## config.mk

```make
export PLATFORM = sky130hd
export DESIGN_NAME = mem_access_unit_flat
export DESIGN_NICKNAME = d
export VERILOG_FILES = /design/src/rtl/mem_access_unit_if.sv /design/src/rtl/mem_access_unit.sv /design/src/flat_wrapper.sv
export SDC_FILE = /design/constraint.sdc
export NUM_CORES = 1
export LEC_CHECK = 0
export ABC_AREA = 1
export ABC_CLOCK_PERIOD_IN_PS = 6500
export CORE_ASPECT_RATIO = 2
export CORE_UTILIZATION = 48
export DETAILED_ROUTE_END_ITERATION = 10
export HOLD_SLACK_MARGIN = 0.08
export PLACE_DENSITY = 0.87
export SLEW_MARGIN = 30
export SYNTH_ARGS = -nofsm -noshare
export SYNTH_HDL_FRONTEND = slang
export SYNTH_SLANG_ARGS = --single-unit
```

## constraint.sdc

```tcl
create_clock -name clk -period 6.5 [get_ports clk]
set_input_delay 1.3 -clock clk [delete_from_list [all_inputs] [get_ports clk]]
set_output_delay 1.3 -clock clk [all_outputs]
set_load 0.03 [all_outputs]
```

## src/rtl/mem_access_unit_if.sv

```systemverilog
// ---------------------------------------------------------------------------
// mem_access_unit_if
// Purpose : CPU-side bundle of mem_access_unit. It carries the data request
//           and response handshake (port A) and the instruction fetch
//           request and result (port B).
// Modports:
//   master - CPU datapath side: drives requests and fetches, receives
//            responses.
//   slave  - mem_access_unit side.
// Signals :
//   reqValid/reqReady       data request handshake
//   reqAddr                 byte address
//   reqWriteMode/ReadMode   access modes: 0 NONE, 1 BYTE, 2 HALFWORD,
//                           3 WORD, 4 WORDLEFT, 5 WORDRIGHT; 6/7 = NONE
//   reqUnsigned             zero-extend BYTE/HALFWORD loads
//   reqStoreData            store source (rt)
//   reqRtValue              old rt value, used by the LWL/LWR merge
//   respValid/respData      one-cycle load result strobe; data is held
//   addrError               one-cycle misalignment strobe
//   fetchReq/fetchAddr      pipelined instruction fetch request
//   fetchDataValid/fetchData  fetch result
// ---------------------------------------------------------------------------
interface mem_access_unit_if;
  logic        reqValid;
  logic        reqReady;
  logic [31:0] reqAddr;
  logic [2:0]  reqWriteMode;
  logic [2:0]  reqReadMode;
  logic        reqUnsigned;
  logic [31:0] reqStoreData;
  logic [31:0] reqRtValue;
  logic        respValid;
  logic [31:0] respData;
  logic        addrError;
  logic        fetchReq;
  logic [31:0] fetchAddr;
  logic        fetchDataValid;
  logic [31:0] fetchData;

  modport master (
    output reqValid, reqAddr, reqWriteMode, reqReadMode, reqUnsigned,
           reqStoreData, reqRtValue, fetchReq, fetchAddr,
    input  reqReady, respValid, respData, addrError, fetchDataValid, fetchData
  );

  modport slave (
    input  reqValid, reqAddr, reqWriteMode, reqReadMode, reqUnsigned,
           reqStoreData, reqRtValue, fetchReq, fetchAddr,
    output reqReady, respValid, respData, addrError, fetchDataValid, fetchData
  );
endinterface

```

## src/rtl/mem_access_unit.sv

```systemverilog
// ---------------------------------------------------------------------------
// mem_access_unit
// Purpose : Load/store alignment unit between the CPU datapath and a
//           dual-port word RAM with a read latency of RAM_LATENCY cycles.
//           Port A handles byte/halfword/word and LWL/LWR/SWL/SWR accesses
//           through a valid/ready handshake; port B handles fully pipelined
//           instruction fetch.
// Parameters:
//   ADDR_WIDTH  - byte-address bits used (RAM word address is ADDR_WIDTH-2)
//   RAM_LATENCY - RAM read latency in cycles, 1..4
// Ports:
//   clk, rst    - clock, asynchronous active-high reset
//   bus         - CPU-side request/response/fetch bundle (slave modport)
//   ramA*       - RAM port A command (combinational in the accept cycle)
//                 and read data
//   ramB*       - RAM port B fetch command and read data
// Build option:
//   ALIGN_TRAP_EN - when defined, misaligned HALFWORD/WORD accesses are
//                   dropped and reported on addrError. When undefined, the
//                   offending low address bits are forced to alignment and
//                   addrError is always 0.
// ---------------------------------------------------------------------------
module mem_access_unit #(
  parameter int ADDR_WIDTH  = 16,
  parameter int RAM_LATENCY = 1
) (
  input  logic                  clk,
  input  logic                  rst,
  mem_access_unit_if.slave      bus,
  output logic [ADDR_WIDTH-3:0] ramAAddr,
  output logic [3:0]            ramAByteEn,
  output logic [31:0]           ramAWrData,
  output logic                  ramAWrEn,
  output logic                  ramARdEn,
  input  logic [31:0]           ramARdData,
  output logic [ADDR_WIDTH-3:0] ramBAddr,
  output logic                  ramBRdEn,
  input  logic [31:0]           ramBRdData
);

  localparam logic [2:0] MODE_NONE   = 3'd0;
  localparam logic [2:0] MODE_BYTE   = 3'd1;
  localparam logic [2:0] MODE_HALF   = 3'd2;
  localparam logic [2:0] MODE_WORD   = 3'd3;
  localparam logic [2:0] MODE_WLEFT  = 3'd4;
  localparam logic [2:0] MODE_WRIGHT = 3'd5;

  typedef enum logic [1:0] {
    S_IDLE,
    S_WAIT,
    S_RESP
  } state_t;

  state_t                 state_q, state_d;
  logic [1:0]             cnt_q, cnt_d;
  logic                   req_ready_q, req_ready_d;
  logic                   resp_valid_q, resp_valid_d;
  logic [31:0]            resp_data_q, resp_data_d;
  logic                   addr_error_q, addr_error_d;
  logic [1:0]             ld_off_q, ld_off_d;
  logic [2:0]             ld_mode_q, ld_mode_d;
  logic                   ld_unsigned_q, ld_unsigned_d;
  logic [31:0]            ld_rt_q, ld_rt_d;
  logic [RAM_LATENCY-1:0] fetch_pipe_q, fetch_pipe_d;
  logic                   fetch_valid_q, fetch_valid_d;
  logic [31:0]            fetch_data_q, fetch_data_d;

  logic       accept;
  logic       wr_active;
  logic       rd_active;
  logic       trap;
  logic       wr_fire;
  logic       rd_fire;
  logic [2:0] active_mode;
  logic [1:0] off;
  logic [1:0] eff_off;

  // Address bits above ADDR_WIDTH and the fetch byte offset are don't-care.
  logic unused_addr_bits;
  assign unused_addr_bits = ^{bus.reqAddr[31:ADDR_WIDTH],
                              bus.fetchAddr[31:ADDR_WIDTH],
                              bus.fetchAddr[1:0]};

  // Formats a RAM word into the load result. For WORDLEFT/WORDRIGHT the
  // bytes not supplied by memory keep the old rt value; 3-off equals ~off
  // for a 2-bit offset.
  function automatic logic [31:0] format_load(
    input logic [2:0]  mode,
    input logic [1:0]  o,
    input logic        uns,
    input logic [31:0] rt,
    input logic [31:0] q
  );
    logic [31:0] shifted;
    logic [7:0]  b;
    logic [15:0] h;
    logic [31:0] result;
    shifted = q >> {o, 3'b000};
    b       = shifted[7:0];
    h       = o[1] ? q[31:16] : q[15:0];
    result  = q;
    case (mode)
      MODE_BYTE:   result = uns ? {24'h0, b} : {{24{b[7]}}, b};
      MODE_HALF:   result = uns ? {16'h0, h} : {{16{h[15]}}, h};
      MODE_WORD:   result = q;
      MODE_WLEFT:  result = (q << {~o, 3'b000}) |
                            (rt & ~(32'hFFFF_FFFF << {~o, 3'b000}));
      MODE_WRIGHT: result = (q >> {o, 3'b000}) |
                            (rt & ~(32'hFFFF_FFFF >> {o, 3'b000}));
      default:     result = q;
    endcase
    return result;
  endfunction

  // Request decode: a valid write mode wins over the read mode, and codes
  // 6/7 behave as NONE. The effective offset is what the access really uses
  // after alignment handling.
  always_comb begin
    off         = bus.reqAddr[1:0];
    accept      = bus.reqValid & req_ready_q;
    wr_active   = (bus.reqWriteMode != MODE_NONE) && (bus.reqWriteMode <= MODE_WRIGHT);
    rd_active   = !wr_active && (bus.reqReadMode != MODE_NONE) &&
                  (bus.reqReadMode <= MODE_WRIGHT);
    active_mode = wr_active ? bus.reqWriteMode : (rd_active ? bus.reqReadMode : MODE_NONE);
`ifdef ALIGN_TRAP_EN
    eff_off = off;
    trap    = ((active_mode == MODE_HALF) && off[0]) ||
              ((active_mode == MODE_WORD) && (off != 2'b00));
`else
    trap = 1'b0;
    case (active_mode)
      MODE_HALF: eff_off = {off[1], 1'b0};
      MODE_WORD: eff_off = 2'b00;
      default:   eff_off = off;
    endcase
`endif
    wr_fire = accept & wr_active & ~trap;
    rd_fire = accept & rd_active & ~trap;
  end

  // RAM port A command, driven in the accept cycle itself. Stores complete
  // here; WORDLEFT writes the top bytes of rt into the low end of the word,
  // WORDRIGHT the low bytes of rt into the high end.
  always_comb begin
    ramAAddr   = bus.reqAddr[ADDR_WIDTH-1:2];
    ramAWrEn   = wr_fire;
    ramARdEn   = rd_fire;
    ramAByteEn = 4'b0000;
    ramAWrData = 32'h0;
    if (wr_fire) begin
      case (active_mode)
        MODE_BYTE: begin
          ramAByteEn = 4'b0001 << eff_off;
          ramAWrData = bus.reqStoreData << {eff_off, 3'b000};
        end
        MODE_HALF: begin
          ramAByteEn = 4'b0011 << eff_off;
          ramAWrData = bus.reqStoreData << {eff_off, 3'b000};
        end
        MODE_WORD: begin
          ramAByteEn = 4'b1111;
          ramAWrData = bus.reqStoreData;
        end
        MODE_WLEFT: begin
          ramAByteEn = 4'b1111 >> (~eff_off);
          ramAWrData = bus.reqStoreData >> {~eff_off, 3'b000};
        end
        MODE_WRIGHT: begin
          ramAByteEn = 4'b1111 << eff_off;
          ramAWrData = bus.reqStoreData << {eff_off, 3'b000};
        end
        default: begin
          ramAByteEn = 4'b0000;
          ramAWrData = 32'h0;
        end
      endcase
    end
  end

  // Load FSM next state. A load holds reqReady low for RAM_LATENCY cycles,
  // formats the RAM word on the last of them and presents it one cycle
  // later. RESP behaves like IDLE so a new request can be accepted while the
  // previous result is on respValid.
  always_comb begin
    state_d       = state_q;
    cnt_d         = cnt_q;
    req_ready_d   = req_ready_q;
    resp_valid_d  = 1'b0;
    resp_data_d   = resp_data_q;
    addr_error_d  = accept & trap;
    ld_off_d      = ld_off_q;
    ld_mode_d     = ld_mode_q;
    ld_unsigned_d = ld_unsigned_q;
    ld_rt_d       = ld_rt_q;
    case (state_q)
      S_IDLE, S_RESP: begin
        state_d = S_IDLE;
        if (rd_fire) begin
          state_d       = S_WAIT;
          cnt_d         = 2'(RAM_LATENCY - 1);
          req_ready_d   = 1'b0;
          ld_off_d      = eff_off;
          ld_mode_d     = bus.reqReadMode;
          ld_unsigned_d = bus.reqUnsigned;
          ld_rt_d       = bus.reqRtValue;
        end
      end
      S_WAIT: begin
        if (cnt_q == 2'd0) begin
          state_d      = S_RESP;
          resp_valid_d = 1'b1;
          req_ready_d  = 1'b1;
          resp_data_d  = format_load(ld_mode_q, ld_off_q, ld_unsigned_q, ld_rt_q, ramARdData);
        end else begin
          cnt_d = cnt_q - 2'd1;
        end
      end
      default: begin
        state_d     = S_IDLE;
        req_ready_d = 1'b1;
      end
    endcase
  end

  // Fetch pipeline: one valid bit per cycle of RAM latency, then the RAM
  // word is registered into fetchData, which holds between results.
  always_comb begin
    ramBRdEn        = bus.fetchReq;
    ramBAddr        = bus.fetchAddr[ADDR_WIDTH-1:2];
    fetch_pipe_d    = fetch_pipe_q << 1;
    fetch_pipe_d[0] = bus.fetchReq;
    fetch_valid_d   = fetch_pipe_q[RAM_LATENCY-1];
    fetch_data_d    = fetch_pipe_q[RAM_LATENCY-1] ? ramBRdData : fetch_data_q;
  end

  always_ff @(posedge clk or posedge rst) begin
    if (rst) begin
      state_q       <= S_IDLE;
      cnt_q         <= 2'd0;
      req_ready_q   <= 1'b1;
      resp_valid_q  <= 1'b0;
      resp_data_q   <= 32'h0;
      addr_error_q  <= 1'b0;
      ld_off_q      <= 2'b00;
      ld_mode_q     <= MODE_NONE;
      ld_unsigned_q <= 1'b0;
      ld_rt_q       <= 32'h0;
      fetch_pipe_q  <= '0;
      fetch_valid_q <= 1'b0;
      fetch_data_q  <= 32'h0;
    end else begin
      state_q       <= state_d;
      cnt_q         <= cnt_d;
      req_ready_q   <= req_ready_d;
      resp_valid_q  <= resp_valid_d;
      resp_data_q   <= resp_data_d;
      addr_error_q  <= addr_error_d;
      ld_off_q      <= ld_off_d;
      ld_mode_q     <= ld_mode_d;
      ld_unsigned_q <= ld_unsigned_d;
      ld_rt_q       <= ld_rt_d;
      fetch_pipe_q  <= fetch_pipe_d;
      fetch_valid_q <= fetch_valid_d;
      fetch_data_q  <= fetch_data_d;
    end
  end

  assign bus.reqReady       = req_ready_q;
  assign bus.respValid      = resp_valid_q;
  assign bus.respData       = resp_data_q;
  assign bus.addrError      = addr_error_q;
  assign bus.fetchDataValid = fetch_valid_q;
  assign bus.fetchData      = fetch_data_q;

endmodule
```

## src/flat_wrapper.sv

```systemverilog
// flat-port wrapper written by rule: the top's interface ports become plain ports
module mem_access_unit_flat 
#(
  parameter int ADDR_WIDTH  = 16,
  parameter int RAM_LATENCY = 1
)
  (clk, rst, ramAAddr, ramAByteEn, ramAWrData, ramAWrEn, ramARdEn, ramARdData, ramBAddr, ramBRdEn, ramBRdData, bus_reqValid, bus_reqAddr, bus_reqWriteMode, bus_reqReadMode, bus_reqUnsigned, bus_reqStoreData, bus_reqRtValue, bus_fetchReq, bus_fetchAddr, bus_reqReady, bus_respValid, bus_respData, bus_addrError, bus_fetchDataValid, bus_fetchData);
  mem_access_unit_if bus_i ();
  input  logic clk;
  input  logic rst;
  output logic [ADDR_WIDTH-3:0] ramAAddr;
  output logic [3:0] ramAByteEn;
  output logic [31:0] ramAWrData;
  output logic ramAWrEn;
  output logic ramARdEn;
  input  logic [31:0] ramARdData;
  output logic [ADDR_WIDTH-3:0] ramBAddr;
  output logic ramBRdEn;
  input  logic [31:0] ramBRdData;
  input wire logic [$bits(bus_i.reqValid)-1:0] bus_reqValid;
  input wire logic [$bits(bus_i.reqAddr)-1:0] bus_reqAddr;
  input wire logic [$bits(bus_i.reqWriteMode)-1:0] bus_reqWriteMode;
  input wire logic [$bits(bus_i.reqReadMode)-1:0] bus_reqReadMode;
  input wire logic [$bits(bus_i.reqUnsigned)-1:0] bus_reqUnsigned;
  input wire logic [$bits(bus_i.reqStoreData)-1:0] bus_reqStoreData;
  input wire logic [$bits(bus_i.reqRtValue)-1:0] bus_reqRtValue;
  input wire logic [$bits(bus_i.fetchReq)-1:0] bus_fetchReq;
  input wire logic [$bits(bus_i.fetchAddr)-1:0] bus_fetchAddr;
  output wire logic [$bits(bus_i.reqReady)-1:0] bus_reqReady;
  output wire logic [$bits(bus_i.respValid)-1:0] bus_respValid;
  output wire logic [$bits(bus_i.respData)-1:0] bus_respData;
  output wire logic [$bits(bus_i.addrError)-1:0] bus_addrError;
  output wire logic [$bits(bus_i.fetchDataValid)-1:0] bus_fetchDataValid;
  output wire logic [$bits(bus_i.fetchData)-1:0] bus_fetchData;
  assign bus_i.reqValid = bus_reqValid;
  assign bus_i.reqAddr = bus_reqAddr;
  assign bus_i.reqWriteMode = bus_reqWriteMode;
  assign bus_i.reqReadMode = bus_reqReadMode;
  assign bus_i.reqUnsigned = bus_reqUnsigned;
  assign bus_i.reqStoreData = bus_reqStoreData;
  assign bus_i.reqRtValue = bus_reqRtValue;
  assign bus_i.fetchReq = bus_fetchReq;
  assign bus_i.fetchAddr = bus_fetchAddr;
  assign bus_reqReady = bus_i.reqReady;
  assign bus_respValid = bus_i.respValid;
  assign bus_respData = bus_i.respData;
  assign bus_addrError = bus_i.addrError;
  assign bus_fetchDataValid = bus_i.fetchDataValid;
  assign bus_fetchData = bus_i.fetchData;
  mem_access_unit #(.ADDR_WIDTH(ADDR_WIDTH), .RAM_LATENCY(RAM_LATENCY)) u_core (.clk(clk), .rst(rst), .bus(bus_i), .ramAAddr(ramAAddr), .ramAByteEn(ramAByteEn), .ramAWrData(ramAWrData), .ramAWrEn(ramAWrEn), .ramARdEn(ramARdEn), .ramARdData(ramARdData), .ramBAddr(ramBAddr), .ramBRdEn(ramBRdEn), .ramBRdData(ramBRdData));
endmodule
```

==> key figures <==
Critical path
  • Crit path capture type: output pin
  • CP Max Fanout: 24
  • Startpoint types: input port
  • Arrival time worst endpoint: 4.40 ns
  • WP data required: 5.20 ns
  • WS Path Type: in -> out

Yosys
  • Mapped Cells: 1216
  • Synth warn: 0
  • Synthesized netlist net count: 1420
  • Sequential-to-total area share from yosys stat: 33.7%
  • Synth cell types: 43
  • Syn avg cell area: 6.72 um2
  • Synth Cell Area: 8170 um2
  • Register bit total from synthesis: 110

Layout
  • Post-route cell area: 10700 um2
  • Highest-count cells in the layout ignoring fill and taps: nand2_1, clkdlybuf4s50_1, o21ai_0
  • Nets: 1589
  • Layout cells sized above 1: 7.27%
  • Area grow syn2layout: 30.7%
  • Post-layout util: 64.0%
  • Diodes inserted: 0
  • Most common cell after layout, fill and taps aside: nand2_1

Clocking
  • CTS buffer count: 9
  • Number of post-CTS setup repair buffers: 0
  • Hold-fix buffers, CTS: 0
  • Root buffer cell: clkbuf_16
  • H-tree levels: 3
  • Clk Latency, worst-skew pair: 0.36 ns
  • TritonCTS clock tree: yes
  • PostCTS Resize Cnt: 0
  • Clock slew at reported path FFs: 0.07 ns
  • Clock Path Buffers: 2
  • Num Clock Sinks: 110

Power
  • Clock Power Share: 15.9%
  • PwrDens: 356 nW/um2
  • VDD IR max: 168 uV
  • Sequential Power Share: 28.5%
  • Switching share of total power: 47.1%
  • Leakage: 0.00487 uW
  • Logic gate share of total power: 55.5%
  • Internal power: 2010 uW
  • Sw Pwr: 1790 uW

Place
  • Placed cell area: 10300 um2
  • RD Place Congestion: 1.05
  • HPWL Detailed: 23000 um
  • Port bufs: 246

STA
  • Final Hold Fails: 0
  • Final setup viols: 0
  • RSZ-0062 raised after global routing: false
  • Final TNS setup: 0 ns
  • Slew Limit Fails: 0
  • Rel. slew slack: 41.2%
  • F_max: 176 MHz
  • Min cycle time layout: 5.70 ns
  • Period Utilization, post-route: 87.6%
  • Worst Tran Pin Value: 0.879 ns
  • Worst clock skew: 0.00641 ns

Floorplan
  • Effective utilization at floorplan: 49.0%
  • Core area: 16700 um2
  • Die Wd: 94.2 um
  • I/O pin cnt: 338
  • DIE AREA: 17600 um2
  • Die Ht: 186 um
  • Num rows: 67

Drt
  • DR vias: 9052
  • Drt first pass iters: 8
  • Final antenna-violating net count: 0
  • 1st-iter DRT viols: 690
  • Routed WL per cell: 18.8 um
  • WL final: 30100 um
  • Vias per cell: 5.67
  • Drt drc: 0

Run status
  • Outcome: completed

Global route
  • Vias in the first global route: 8881
  • GRT overflow: 0
  • Largest net degree at the start of global routing: 74
  • First-pass GRT wire length: 46100 um
  • Total track usage: 34.8%
  • Initial antenna violation count: 0

Job
  • Max-cap violations: 0

Hold path
  • Hold WC Path Type: reg -> reg
## critical path: stages
cell             delay, ns
clkdlybuf4s50_1       0.49
inv_1                 0.09
nand2_1               0.09
nand2_1               0.07
nand2_2               0.23
nand2_4               0.25
inv_4                 0.31
nand2_4               0.09
o21ai_4               0.35
nand2_1               0.09
a21oi_1               0.26
clkdlybuf4s50_1       0.75
## cells in the mapped netlist
cell / count / area (um2)
dfrtp_1: 109 / 2730
nor2_1: 84 / 315
a21oi_1: 48 / 240
o211ai_1: 6 / 45.0
o22ai_1: 11 / 68.8
a21oi_2: 1 / 8.76
nand4_1: 2 / 12.5
inv_1: 96 / 360
nor2_4: 1 / 11.3
buf_1: 6 / 22.5
nor2_2: 1 / 6.26
nor3_4: 3 / 48.8
inv_4: 2 / 12.5
a31oi_1: 1 / 6.26
o21ai_0: 134 / 671
nor3_1: 9 / 45.0
inv_2: 6 / 22.5
nand3b_1: 17 / 128
nor2_8: 1 / 20.0
nand2_1: 391 / 1470
o21ai_2: 2 / 17.5
a21boi_0: 1 / 7.51
clkbuf_1: 22 / 82.6
nand3_1: 99 / 495
or2_0: 4 / 25.0
o21a_1: 1 / 7.51
nand2_2: 8 / 50.1
buf_4: 39 / 293
ha_1: 1 / 12.5
clkinv_1: 3 / 11.3
nand3_2: 1 / 10.0
o2111ai_1: 7 / 61.3
buf_12: 2 / 40.0
o21ai_4: 2 / 32.5
conb_1: 1 / 3.75
mux2_2: 32 / 360
buf_2: 26 / 130
buf_8: 1 / 15.0
or2_2: 1 / 6.26
dfstp_2: 1 / 26.3
buf_6: 8 / 90.1
o21ai_1: 21 / 105
nand2_4: 4 / 45.0
## registers in the layout (all words and copies together) (netlist names)
register	flops
u_core.bus.fetchData	32
u_core.bus.fetchDataValid	1
u_core.bus.reqReady	1
u_core.bus.respData	32
u_core.bus.respValid	1
u_core.cnt_q	2
u_core.fetch_pipe_q	1
u_core.ld_mode_q	3
u_core.ld_off_q	2
u_core.ld_rt_q	32
u_core.ld_unsigned_q	1
u_core.state_q	2
## metal layers
layer	track usage, %	vias to the layer above	wire (um)
met5	0	-	0
met4	31.1	0	3010
met3	6.15	137	2120
met2	61.3	495	15300
met1	33.0	4179	9650
li1	-	4241	-
## cell families after synthesis
group | count (synthesis) | share of synthesized area, %
AOI/OAI and AO/OA | 235 | 15.6
adders and majority gates | 1 | 0.153
buffers and inverters | 211 | 13.2
DFF | 110 | 33.7
muxes | 32 | 4.41
other | 1 | 0.0459
and+or+nand+nor | 626 | 32.9
## metrics by stage
step	cells	hold WS [ns]	worst slack, ns	power, uW
floorplan	1216	0.352	2.30	2480
global placement	1581	0.459	0.874	3140
detailed placement	1581	0.460	0.880	3170
CTS	1597	0.479	0.865	3790
global route	1597	0.510	0.703	4050
finish	1597	0.479	0.804	3810
## path summary, 6_finish.rpt
check                                           end                from  slack, ns  cells past startpoint
min in group asynchronous  u_core.bus.fetchData[20]                 rst       1.31                      2
setup / recovery                     ramAWrData[31]  bus_reqReadMode[2]       0.80                     12
max in group asynchronous        u_core.ld_rt_q[14]                 rst       4.18                      3
hold / removal                    u_core.ld_rt_q[1]   u_core.ld_rt_q[1]       0.48                      2
setup reg to reg            u_core.bus.respData[31]  u_core.ld_off_q[1]       3.69                      9
hold reg to reg                   u_core.ld_rt_q[1]   u_core.ld_rt_q[1]       0.48                      2
## power by group through the flow
stage	registers (uW)	logic (uW)	clock network (uW)
after CTS	1080	2090	614
after detailed placement	1100	2080	0
after global placement	1080	2060	0
after floorplan	1280	1200	0
after global routing	1110	2310	633
final	1090	2110	606
## cell type report
class | instances | area [um2]
clock buffer | 10 | 239
clock inverter | 6 | 92.6
fill | 1519 | 6010
inverter | 107 | 409
multi-input combinational | 895 | 4340
sequential | 110 | 2750
tap | 207 | 259
timing repair buffer | 262 | 2590
(Power assumes the default switching activity.)
